`src/rtl/lab4_pkg.sv`:
```
// Shared constants for the tile-map VGA renderer.
// 640x480@60 timing, 40x30 tile map, default palette.
package lab4_pkg;

  localparam int H_VISIBLE = 640;
  localparam int H_FRONT   = 16;
  localparam int H_SYNC_W  = 96;
  localparam int H_BACK    = 48;
  localparam int H_TOTAL   = H_VISIBLE + H_FRONT + H_SYNC_W + H_BACK;

  localparam int V_VISIBLE = 480;
  localparam int V_FRONT   = 10;
  localparam int V_SYNC_W  = 2;
  localparam int V_BACK    = 33;
  localparam int V_TOTAL   = V_VISIBLE + V_FRONT + V_SYNC_W + V_BACK;

  localparam int MAP_W = 40;
  localparam int MAP_H = 30;

  localparam logic [7:0] DEF_PLAYER_RGB = 8'hE0;
  localparam logic [7:0] DEF_WALL_RGB   = 8'h1C;
  localparam logic [7:0] DEF_BG_RGB     = 8'h00;

  localparam logic [5:0] PX_RST = 6'd20;
  localparam logic [4:0] PY_RST = 5'd15;

  typedef struct packed {
    logic       hsync;
    logic       vsync;
    logic [7:0] rgb;
  } vga_px_t;

  function automatic logic [5:0] clamp_x(input logic [5:0] x);
    return (x > 6'(MAP_W - 1)) ? 6'(MAP_W - 1) : x;
  endfunction

  function automatic logic [4:0] clamp_y(input logic [4:0] y);
    return (y > 5'(MAP_H - 1)) ? 5'(MAP_H - 1) : y;
  endfunction

endpackage

```
`src/rtl/vga_timing.sv`:
```
// Pixel-rate divider, raster counters and sync decode.
// Sync levels are combinational here; the top registers them.
module vga_timing
  import lab4_pkg::*;
#(
  parameter int H_VIS = H_VISIBLE,
  parameter int H_FP  = H_FRONT,
  parameter int H_SW  = H_SYNC_W,
  parameter int H_BP  = H_BACK,
  parameter int V_VIS = V_VISIBLE,
  parameter int V_FP  = V_FRONT,
  parameter int V_SW  = V_SYNC_W,
  parameter int V_BP  = V_BACK
) (
  input  logic       clk,
  input  logic       rst_n,
  output logic       pix_en,
  output logic [9:0] hcount,
  output logic [9:0] vcount,
  output logic       visible,
  output logic       hs_n,
  output logic       vs_n
);

  localparam int HT  = H_VIS + H_FP + H_SW + H_BP;
  localparam int VT  = V_VIS + V_FP + V_SW + V_BP;
  localparam int HS0 = H_VIS + H_FP;
  localparam int HS1 = HS0 + H_SW;
  localparam int VS0 = V_VIS + V_FP;
  localparam int VS1 = VS0 + V_SW;

  logic [1:0] div;
  logic       h_last;
  logic       v_last;

  always_ff @(posedge clk or negedge rst_n) begin
    if (!rst_n) div <= 2'd0;
    else        div <= div + 2'd1;
  end

  assign pix_en = (div == 2'd3);
  assign h_last = (hcount == 10'(HT - 1));
  assign v_last = (vcount == 10'(VT - 1));

  always_ff @(posedge clk or negedge rst_n) begin
    if (!rst_n) begin
      hcount <= 10'd0;
      vcount <= 10'd0;
    end else if (pix_en) begin
      if (h_last) begin
        hcount <= 10'd0;
        vcount <= v_last ? 10'd0 : vcount + 10'd1;
      end else begin
        hcount <= hcount + 10'd1;
      end
    end
  end

  assign visible = (hcount < 10'(H_VIS)) && (vcount < 10'(V_VIS));
  assign hs_n = !((hcount >= 10'(HS0)) && (hcount < 10'(HS1)));
  assign vs_n = !((vcount >= 10'(VS0)) && (vcount < 10'(VS1)));

endmodule

```
`src/rtl/vga_map_render.sv`:
```
// Tile-map renderer: bordered 40x30 map with one player tile.
// Player position is sampled once per frame at the start of vblank.
module vga_map_render
  import lab4_pkg::*;
#(
  parameter int         TILE_LOG2  = 4,
  parameter logic [7:0] PLAYER_RGB = DEF_PLAYER_RGB,
  parameter logic [7:0] WALL_RGB   = DEF_WALL_RGB,
  parameter logic [7:0] BG_RGB     = DEF_BG_RGB,
  parameter int         H_FP       = H_FRONT,
  parameter int         H_SW       = H_SYNC_W,
  parameter int         H_BP       = H_BACK,
  parameter int         V_FP       = V_FRONT,
  parameter int         V_SW       = V_SYNC_W,
  parameter int         V_BP       = V_BACK
) (
  input  logic       clk,
  input  logic       rst_n,
  input  logic [5:0] xpos,
  input  logic [4:0] ypos,
  output logic       hsync,
  output logic       vsync,
  output logic [7:0] rgb,
  output logic       frame_start
);

  localparam int H_VIS = MAP_W << TILE_LOG2;
  localparam int V_VIS = MAP_H << TILE_LOG2;

  logic       pix_en;
  logic [9:0] hcount;
  logic [9:0] vcount;
  logic       visible;
  logic       hs_n;
  logic       vs_n;

  vga_timing #(
    .H_VIS(H_VIS),
    .H_FP (H_FP),
    .H_SW (H_SW),
    .H_BP (H_BP),
    .V_VIS(V_VIS),
    .V_FP (V_FP),
    .V_SW (V_SW),
    .V_BP (V_BP)
  ) u_timing (
    .clk    (clk),
    .rst_n  (rst_n),
    .pix_en (pix_en),
    .hcount (hcount),
    .vcount (vcount),
    .visible(visible),
    .hs_n   (hs_n),
    .vs_n   (vs_n)
  );

  logic [5:0] px;
  logic [4:0] py;
  logic       latch;

  assign latch = pix_en && (hcount == 10'd0) && (vcount == 10'(V_VIS));

  always_ff @(posedge clk or negedge rst_n) begin
    if (!rst_n) begin
      px <= PX_RST;
      py <= PY_RST;
    end else if (latch) begin
      px <= clamp_x(xpos);
      py <= clamp_y(ypos);
    end
  end

  logic [9:0] tx;
  logic [9:0] ty;
  logic       border;
  logic       is_player;
  logic       is_wall;

  assign tx = hcount >> TILE_LOG2;
  assign ty = vcount >> TILE_LOG2;
  assign border = (tx == 10'd0) || (tx == 10'(MAP_W - 1))
               || (ty == 10'd0) || (ty == 10'(MAP_H - 1));
  assign is_player = visible && (tx == {4'd0, px}) && (ty == {5'd0, py});
  assign is_wall = visible && !is_player && border;

  vga_px_t nxt;
  vga_px_t cur;

  always_comb begin
    nxt.hsync = hs_n;
    nxt.vsync = vs_n;
    nxt.rgb   = BG_RGB;
    unique case (1'b1)
      !visible:  nxt.rgb = 8'h00;
      is_player: nxt.rgb = PLAYER_RGB;
      is_wall:   nxt.rgb = WALL_RGB;
      default:   nxt.rgb = BG_RGB;
    endcase
  end

  // Registered on pix_en so sync and colour leave together.
  always_ff @(posedge clk or negedge rst_n) begin
    if (!rst_n) begin
      cur         <= '{hsync: 1'b1, vsync: 1'b1, rgb: 8'h00};
      frame_start <= 1'b0;
    end else begin
      frame_start <= pix_en && (hcount == 10'd0) && (vcount == 10'd0);
      if (pix_en) cur <= nxt;
    end
  end

  assign hsync = cur.hsync;
  assign vsync = cur.vsync;
  assign rgb   = cur.rgb;

endmodule

```
`config.mk`:
```
export PLATFORM = sky130hd
export DESIGN_NAME = vga_map_render
export DESIGN_NICKNAME = d
export VERILOG_FILES = /design/src/rtl/lab4_pkg.sv /design/src/rtl/vga_timing.sv /design/src/rtl/vga_map_render.sv
export SDC_FILE = /design/constraint.sdc
export NUM_CORES = 1
export LEC_CHECK = 0
export CAP_MARGIN = 10
export CORE_MARGIN = 4
export CORE_UTILIZATION = 58
export DETAILED_ROUTE_END_ITERATION = 8
export PLACE_DENSITY = 0.91
export SETUP_SLACK_MARGIN = 0.02
export SYNTH_ARGS = -nofsm -noshare
export SYNTH_HDL_FRONTEND = slang
export SYNTH_SLANG_ARGS = --single-unit
```
`constraint.sdc`:
```
create_clock -name clk -period 3.5 [get_ports clk]
set_input_delay 0.7 -clock clk [delete_from_list [all_inputs] [get_ports clk]]
set_output_delay 0.7 -clock clk [all_outputs]
set_load 0.1 [all_outputs]
```
==> metrics.txt <==
status finished, final reports clean; P_leak 1.14 nW; Final Hold Fails 0; die footprint 0.00477 mm2; Final #Nets 229; period utilisation layout 72.4%; final core occ 69.9%; H-tree depth 2; Post-Route Setup TNS 0 ns; post-synth cell types 48; maximum clock rate 0.395 GHz; sw frac 21.9%; flops & latches, synth 38; DR DRC count 0; Mapped Cells 199; Synth warnings 0; Int Pwr 0.000664 W; Clk network pwr share 44.1%; Port Buffers 21; IO Count 24; Gate power share 4.3%; Resized cells post-CTS 0; share of power burned in registers 51.6%; initial antenna violation count 0; remaining antenna violation count after routing 0; CTS Buf Count 5; GRT Total Usage 19.3%; Synth area leader dfrtp_1; Buf/Inv on CP 1; register clock-pin slew on the reported worst setup and hold paths 0.07 ns; Die Span Y 69.1 um; layout cells sized above 1 16.5%; family with the most delay on the worst path buffers and inverters; top post-synthesis cells by area dfrtp_1 35%, dfstp_2 9.7%, xor2_1 5.7%; startpoint types flip-flop; CTS tree built; ys flop type dfrtp_1; clk root buf clkbuf_8; drt first pass iters 4; PD cells 351 mW/mm2; via count 1,470; worst-path fanout max 4; worst relative slew slack 35.1%; share of the synthesized area in the top cell type 34.7%; count leader, synth dfrtp_1; Setup Fix Bufs, Post-CTS 0; vias in the first global route 1,538; Area growth, synth to finish 12.0%; commonest cells in the netlist 30 x dfrtp_1, 14 x xor2_1, 11 x nand2_1, 11 x nor2_1, 11 x o21ai_0; GPL Wtd Cong 0.797; total grt overflow 0; routed len/inst 16.4 um; Rows 21; Initial Util 62.4%; sequential share of the synthesized area 44.4%; CP Capture Type output port; cell count after placement 250; RSZ-0062 raised after global routing false; Post-DP HPWL 2990 um; clock sink count 38; Core Box Area 0.00347 mm2; Clock Latency Late Sink 0.30 ns; minimum hold slack 0.427 ns; first-pass GRT wire length 7440 um; largest net degree at the start of global routing 39; maximum clock path buffer count 2; Vias/cell 5.70; DRT iter0 DRCs 48; Avg Cell Area, Syn 10.9 um2; ys async rst share 100%; fin cells 258; mapped cell area 0.00216 mm2; slowest CP cell clkdlybuf4s50_1; Crit path required time 2.80 ns; Slew @ Worst Pin 0.970 ns; number of synthesized flops with an enable pin 0; Pwr Total 0.000851 W; switching pwr 0.000186 W; Setup CP Type reg2out; max cap viols 0; Hold/Removal Path Class reg2reg; DRT Wirelength 4240 um; Max stage delay on crit path 1.15 ns; CP cell instances clkdlybuf4s50_1; final setup vio count 0; count of pins over their slew limit 0; Final Skew 0.00539 ns; Worst Path Arrival 1.83 ns; shortest period the worst path allows 2.53 ns; n_diodes 0; maximum VDD drop 0.243 mV; Die Wd 69.1 um; Hold Buf Count CTS 0
==> routing by layer <==
metal	global-route usage, %	vias to the layer above	wire (um)
met2	31.0	38	2020
met3	4.94	10	206
met1	25.2	707	1940
li1	-	715	-
met4	6.51	0	71
met5	0	-	0
==> power groups by stage <==
stage / Sequential [W] / Clock, W / Combinational (W)
after detailed placement: 0.000447 / 0 / 0.0000361
after CTS: 0.000439 / 0.000384 / 0.0000365
after global placement: 0.000447 / 0 / 0.0000362
after floorplan: 0.000448 / 0 / 0.0000146
after global routing: 0.000439 / 0.000401 / 0.0000393
final: 0.000439 / 0.000375 / 0.0000362
==> cell type report <==
| cell class | instances | area (um2) |
|---|---|---|
| fillers | 266 | 1040 |
| inverters | 9 | 33.8 |
| clock inverters | 3 | 45.0 |
| clock buffers | 5 | 68.8 |
| well taps | 46 | 57.6 |
| repair buffers | 21 | 200 |
| multi-input cells | 136 | 1060 |
| flip-flops and latches | 38 | 961 |
==> path summary, 6_finish.rpt <==
| kind | startpoint | end | slack, ns | depth (start not counted) |
|---|---|---|---|---|
| setup reg to reg | u_timing.div[0] | u_timing.vcount[2] | 1.20 | 5 |
| setup / recovery | rgb[4] | rgb[3] | 0.97 | 1 |
| hold / removal | u_timing.div[0] | u_timing.div[0] | 0.43 | 1 |
| hold reg to reg | u_timing.div[0] | u_timing.div[0] | 0.43 | 1 |
| min in group asynchronous | rst_n | px[5] | 0.50 | 1 |
| max in group asynchronous | rst_n | u_timing.vcount[7] | 2.48 | 1 |
==> flip-flops by register name, summed over array words and instances, names as in the netlist <==
name / flops
vsync: 1
rgb: 2
hsync: 1
px: 6
frame_start: 1
u_timing.vcount: 10
py: 5
u_timing.hcount: 10
u_timing.div: 2
==> cell usage in the layout, fill, tap and decap left out, types with 3 or more instances in the layout <==
cell | netlist | routed
nand2_1 | 11 | 11
o21ai_0 | 11 | 11
nand3_1 | 4 | 4
clkdlybuf4s50_1 | 0 | 18
and3_1 | 6 | 6
nand4_1 | 5 | 5
nor2_1 | 11 | 11
xor2_1 | 14 | 14
inv_1 | 9 | 9
mux2_4 | 8 | 8
nand2b_1 | 6 | 6
nor4_1 | 3 | 3
clkbuf_8 | 0 | 5
a21oi_1 | 3 | 3
dfstp_2 | 8 | 8
nor3_1 | 3 | 3
xnor2_1 | 9 | 9
ha_1 | 5 | 5
a31oi_1 | 4 | 4
dfrtp_1 | 30 | 30
==> cell families after synthesis <==
family | Yosys count | synth area share, %
simple gates | 68 | 21.8
xor+xnor | 23 | 9.31
buf+inv | 26 | 6.94
fa+ha+maj | 5 | 2.89
mux | 9 | 6.01
other cells | 1 | 0.173
compound gates | 29 | 8.50
flops | 38 | 44.4
==> per-stage QoR <==
stage               setup WS (ns)  cell area [um2]
global placement             1.31             2310
CTS                         0.952             2420
finish                      0.966             2420
global route                0.900             2420
floorplan                    1.44             2170
detailed placement           1.21             2310
(Power assumes the default switching activity.)
